===== config.mk =====
export PLATFORM = sky130hd
export DESIGN_NAME = core_step_ctrl
export DESIGN_NICKNAME = d
export VERILOG_FILES = /design/src/rtl/core_step_ctrl.sv
export SDC_FILE = /design/constraint.sdc
export NUM_CORES = 1
export LEC_CHECK = 0
export CORE_ASPECT_RATIO = 1.25
export CORE_UTILIZATION = 30
export DETAILED_ROUTE_END_ITERATION = 10
export PLACE_DENSITY = 0.42
export RECOVER_POWER = 50
export SLEW_MARGIN = 0
export SYNTH_ARGS = -nofsm -noshare
export SYNTH_HDL_FRONTEND = slang
export SYNTH_SLANG_ARGS = --single-unit

===== constraint.sdc =====
create_clock -name clock -period 2.5 [get_ports clock]
set_input_delay 0.5 -clock clock [delete_from_list [all_inputs] [get_ports clock]]
set_output_delay 0.5 -clock clock [all_outputs]
set_load 0.03 [all_outputs]

===== src/rtl/core_step_ctrl.sv =====
// core_step_ctrl
//   Produces the single-cycle clock-enable that paces the pipelined RV32 core
//   from the 100 MHz system clock. Supports free-run at 1/4 and 1/2 rate,
//   debounced single-step, and fixed-length burst stepping. A core exit flag
//   latches the block into HALTED until the next reset.
//
// Ports
//   clock      in   system clock
//   reset_n    in   synchronous active-low reset
//   mode       in   00 run/4, 01 run/2, 10 single-step, 11 burst
//   btn_step   in   raw asynchronous step button
//   btn_burst  in   raw asynchronous burst button
//   halt       in   core exit flag (level)
//   core_en    out  registered clock-enable to the core
//   step_cnt   out  number of enables issued (wraps)
//   halted     out  high while in HALTED
//   burst_busy out  high while a burst is in progress
module core_step_ctrl #(
  parameter int DEBOUNCE_CYCLES = 1000000,
  parameter int DB_CNT_W        = 20,
  parameter int STEP_W          = 16,
  parameter int BURST_LEN       = 16
) (
  input  logic              clock,
  input  logic              reset_n,
  input  logic [1:0]        mode,
  input  logic              btn_step,
  input  logic              btn_burst,
  input  logic              halt,
  output logic              core_en,
  output logic [STEP_W-1:0] step_cnt,
  output logic              halted,
  output logic              burst_busy
);

  localparam int BTN_STEP  = 0;
  localparam int BTN_BURST = 1;
  localparam int BURST_W   = 8;
  localparam logic [DB_CNT_W-1:0] DB_MAX = DB_CNT_W'(DEBOUNCE_CYCLES - 1);

  typedef enum logic {
    ACTIVE,
    HALTED
  } state_t;

  // Button path registers, bit 0 = step, bit 1 = burst
  logic [1:0]          sync1_q, sync2_q;
  logic [1:0]          dbLevel_q, dbLevel_d;
  logic [1:0]          dbPrev_q;
  logic [1:0]          pressPulse_q;
  logic [DB_CNT_W-1:0] dbCnt_q [2];
  logic [DB_CNT_W-1:0] dbCnt_d [2];

  // Control path registers
  state_t              state_q, state_d;
  logic [1:0]          div_q, div_d;
  logic                coreEn_q, coreEn_d;
  logic [STEP_W-1:0]   stepCnt_q, stepCnt_d;
  logic [BURST_W-1:0]  burstCnt_q, burstCnt_d;
  logic                burstBusy_q, burstBusy_d;

  // Debounce next-state: the counter only runs while the synchronised level
  // disagrees with the debounced level, so any bounce back restarts it.
  always_comb begin
    dbLevel_d = dbLevel_q;
    for (int i = 0; i < 2; i++) begin
      dbCnt_d[i] = '0;
      if (sync2_q[i] != dbLevel_q[i]) begin
        if (dbCnt_q[i] == DB_MAX) begin
          dbLevel_d[i] = sync2_q[i];
        end else begin
          dbCnt_d[i] = dbCnt_q[i] + DB_CNT_W'(1);
        end
      end
    end
  end

  // Synchronisers, debounce state and registered press pulses. The press
  // pulse is registered once more after the debounced edge so the enable it
  // produces is fully decoupled from the debounce compare path.
  always_ff @(posedge clock) begin
    if (!reset_n) begin
      sync1_q      <= '0;
      sync2_q      <= '0;
      dbLevel_q    <= '0;
      dbPrev_q     <= '0;
      pressPulse_q <= '0;
      for (int i = 0; i < 2; i++) begin
        dbCnt_q[i] <= '0;
      end
    end else begin
      sync1_q      <= {btn_burst, btn_step};
      sync2_q      <= sync1_q;
      dbLevel_q    <= dbLevel_d;
      dbPrev_q     <= dbLevel_q;
      pressPulse_q <= dbLevel_q & ~dbPrev_q;
      for (int i = 0; i < 2; i++) begin
        dbCnt_q[i] <= dbCnt_d[i];
      end
    end
  end

  // Enable generation and halt latch. halt wins over any same-cycle press or
  // divider tick; a burst is abandoned as soon as mode leaves 11.
  always_comb begin
    state_d     = state_q;
    div_d       = div_q + 2'd1;
    coreEn_d    = 1'b0;
    stepCnt_d   = stepCnt_q + {{(STEP_W-1){1'b0}}, coreEn_q};
    burstCnt_d  = burstCnt_q;
    burstBusy_d = burstBusy_q;

    case (state_q)
      ACTIVE: begin
        if (halt) begin
          state_d     = HALTED;
          burstCnt_d  = '0;
          burstBusy_d = 1'b0;
        end else begin
          case (mode)
            2'b00: coreEn_d = (div_q == 2'd3);
            2'b01: coreEn_d = div_q[0];
            2'b10: coreEn_d = pressPulse_q[BTN_STEP];
            default: begin
              if (burstBusy_q) begin
                // Busy drops one cycle after the final enable is presented.
                if (burstCnt_q == '0) begin
                  burstBusy_d = 1'b0;
                end else if (div_q == 2'd3) begin
                  coreEn_d   = 1'b1;
                  burstCnt_d = burstCnt_q - BURST_W'(1);
                end
              end else if (pressPulse_q[BTN_BURST]) begin
                burstCnt_d  = BURST_W'(BURST_LEN);
                burstBusy_d = 1'b1;
              end
            end
          endcase
          if (mode != 2'b11) begin
            burstCnt_d  = '0;
            burstBusy_d = 1'b0;
          end
        end
      end
      default: begin
        state_d = HALTED;
      end
    endcase
  end

  // Single state register for the control FSM and its registered outputs.
  always_ff @(posedge clock) begin
    if (!reset_n) begin
      state_q     <= ACTIVE;
      div_q       <= '0;
      coreEn_q    <= 1'b0;
      stepCnt_q   <= '0;
      burstCnt_q  <= '0;
      burstBusy_q <= 1'b0;
    end else begin
      state_q     <= state_d;
      div_q       <= div_d;
      coreEn_q    <= coreEn_d;
      stepCnt_q   <= stepCnt_d;
      burstCnt_q  <= burstCnt_d;
      burstBusy_q <= burstBusy_d;
    end
  end

  assign core_en    = coreEn_q;
  assign step_cnt   = stepCnt_q;
  assign halted     = (state_q == HALTED);
  assign burst_busy = burstBusy_q;

endmodule


==> qor.csv <==
stage,metric,value,unit
floorplan,die_w,98.5,microns
critical_path,crit_fanout,19,
logic_synthesis,netlist_area,3490,sq um
sta,timing.setup.tns,0,ns
sta,rsz0062_at_grt,false,
critical_path,crit_path_max_incr_delay,0.57,ns
power,leakage,1.49,nW
drt,drc,5,
clocking,ctsHoldBuffers,0,
drt,wl,7320,microns
floorplan,core.rowCount,43,
clocking,cts_setup_buffers,0,
logic_synthesis,seq_area_frac_synth,45.3,%
sta,finalCritPeriodShare,82.2,%
drt,wl_met1,3570,microns
clocking,cts_root_buffer,clkbuf_16,
logic_synthesis,synth_ff_type,dfxtp_1,
sta,period_minus_slack,2.05,ns
sta,setup_violations,0,
critical_path,cp-start-kind,register,
critical_path,worst_path_max_delay_cell,or4_4,
global_routing,track_usage,13.1,%
status,violations,DRC,
layout,n_fill_cell,1136,
global_routing,grt_pass1_wl,12500,microns
drt,first_pass_iters,7,
layout,antenna_cells,0,
sta,report.final.slew_viol_count,0,
logic_synthesis,yosys_register_bits,79,
place,place_congestion,0.744,
critical_path,crit_chain,ha_1 -> nand2_1 -> or4_4 -> o211ai_4 -> buf_4 -> nor2_1,
sta,hold_viol_final,0,
logic_synthesis,synthArstFlopShare,0,%
layout,stdcell_area,4250,sq um
layout,area_delta_synth_final,21.7,%
logic_synthesis,avgSynthCellArea,8.94,sq um
power,power_density,691,nW/um^2
logic_synthesis,synthDistinctLibCells,43,
clocking,ctsResizeCount,0,
sta,slew_headroom,43.2,%
clocking,htreeDepth,3,
critical_path,crit_family,simple AND/OR/NAND/NOR gates,
drt,ant_nets,0,
place,dpl.hpwl,5150,microns
place,dp_slack,0.253,ns
status,status,"finished, violations left",
drt,via_count,2845,
layout,drive_above_1_share,6.54,%
clocking,insertion_delay,0.33,ns
floorplan,start_util,31.1,%
critical_path,critPathRequiredTime,2.72,ns
worst_hold_path,holdCritPathClass,reg2reg,
sta,max_freq,487,MHz
global_routing,grt-ovfl-total,0,
logic_synthesis,yosysWarnings,0,
critical_path,crit_path_end_kind,register,
floorplan,core,11200,sq um
sta,tightest_slew,0.853,ns
drt,wl_met2,3390,microns
logic_synthesis,syn_inst,391,
drt,viasPerCell,5.05,
floorplan,die_height,123,microns
drt,first_iter_violations,103,
power,peakVddDrop,0.000316,V
logic_synthesis,synth.area.top_cells,"dfxtp_1 45%, xor2_1 5.8%, a21oi_1 4.3%",
logic_synthesis,synth_fp_nets,405,
clocking,cts_tree,built,
drt,met3_length,217,microns
global_routing,antenna_found_initial,0,
floorplan,die_area,12100,sq um
clocking,clockBufferDepth,2,
critical_path,path_buf_inv,1,
clocking,clk_pin_slew_worst_paths,0.06,ns
place,dpl_cell_area,3910,sq um
global_routing,grt_pass1_vias,2703,
critical_path,cp.arrival,2.27,ns
place,port_buffers,25,
floorplan,ioPinCount,26,
clocking,numCtsBuffers,9,
layout,nets,437,
drt,wl_per_cell,13.0,microns
job,maxCapViolations,0,
logic_synthesis,synth_top_area_share,45.3,%
critical_path,worstSetupPathType,reg2reg,
logic_synthesis,synth_top_area_cell,dfxtp_1,
drt,maxUsedRoutingLayer,met4,
sta,setup_ws,0.446,ns
global_routing,grt_max_degree,21,
clocking,cts_sinks,79,
logic_synthesis,synth-edff-count,0,
sta,skew,0.00916,ns
-- sequential cells by signal, indices dropped and copies added (netlist names) --
name and flops:
burstCnt_q 8, burst_busy 1, core_en 1, dbCnt_q 40, dbLevel_q 2, dbPrev_q 2
div_q 2, halted 1, pressPulse_q 2, step_cnt 16, sync1_q 2, sync2_q 2
-- routing by layer --
layer  up-vias  global-route usage (%)
met5         -                       0
met4         0                    6.44
met3        11                    3.02
met2        33                    21.7
met1      1327                    15.9
li1       1474                       -
-- metrics by stage --
stage	cells	util [%]	total power (W)	hold WS (ns)
detailed placement	547	34.7	0.00143	0.376
global route	563	37.8	0.00306	0.396
finish	563	37.8	0.00294	0.380
CTS	563	37.9	0.00299	0.384
global placement	547	34.7	0.00143	0.373
floorplan	391	-	0.00139	0.367
-- worst paths after layout --
check                startpoint              end  slack [ns]  depth (start not counted)
setup / recovery  dbCnt_q[0][0]   dbCnt_q[0][12]        0.45                          6
setup reg to reg  dbCnt_q[0][0]   dbCnt_q[0][12]        0.45                          6
hold reg to reg     dbPrev_q[0]  pressPulse_q[0]        0.38                          1
hold / removal      dbPrev_q[0]  pressPulse_q[0]        0.38                          1
-- synth_stat cells, types with 3 or more instances --
master,instances
a21oi_1,30
and2_1,14
and3_1,9
and4_1,5
clkbuf_1,8
dfxtp_1,79
ha_1,7
inv_1,13
nand2_1,22
nand3_1,25
nand3b_1,4
nand4_1,12
nor2_1,38
nor2b_1,3
nor4_1,7
o21ai_0,16
o31ai_1,12
or3_1,16
or4_1,14
xnor2_1,10
xor2_1,23
-- power breakdown --
| part | total (W) | internal (W) | switching, W |
|---|---|---|---|
| sequential | 0.00129 | 0.00128 | 0.0000131 |
| clock | 0.00154 | 0.00103 | 0.000508 |
| combinational | 0.000109 | 0.0000486 | 0.0000609 |
-- area by class of cell --
cell class | count | area (sq um) | share of cell area [%]
clock buffers | 11 | 253 | 5.94
clock inverters | 5 | 104 | 2.44
inverters | 13 | 48.8 | 1.15
multi-input cells | 288 | 1800 | 42.4
flip-flops and latches | 79 | 1580 | 37.2
well taps | 135 | 169 | 3.97
repair buffers | 32 | 293 | 6.89
-- placed cells by master, fill, tap and decap left out, drive strengths merged, types with 13 or more instances in the layout --
cell           instances
a21oi                 30
and2                  14
clkbuf                14
clkdlybuf4s50         24
dfxtp                 79
inv                   13
nand2                 22
nand3                 25
nor2                  38
o21ai                 16
or3                   17
or4                   15
xor2                  23
-- cell families (layout without fill, tap and decap cells) --
logic type / after synthesis / count (layout) / share of synthesized area [%]
buf+inv: 24 / 61 / 3.15
flops: 79 / 79 / 45.3
xor+xnor: 33 / 33 / 8.27
fa+ha+maj: 7 / 7 / 2.51
compound gates: 67 / 67 / 11.8
mux: 2 / 2 / 0.573
simple gates: 179 / 179 / 28.5
Note: power is estimated with default switching activity, not from simulation.
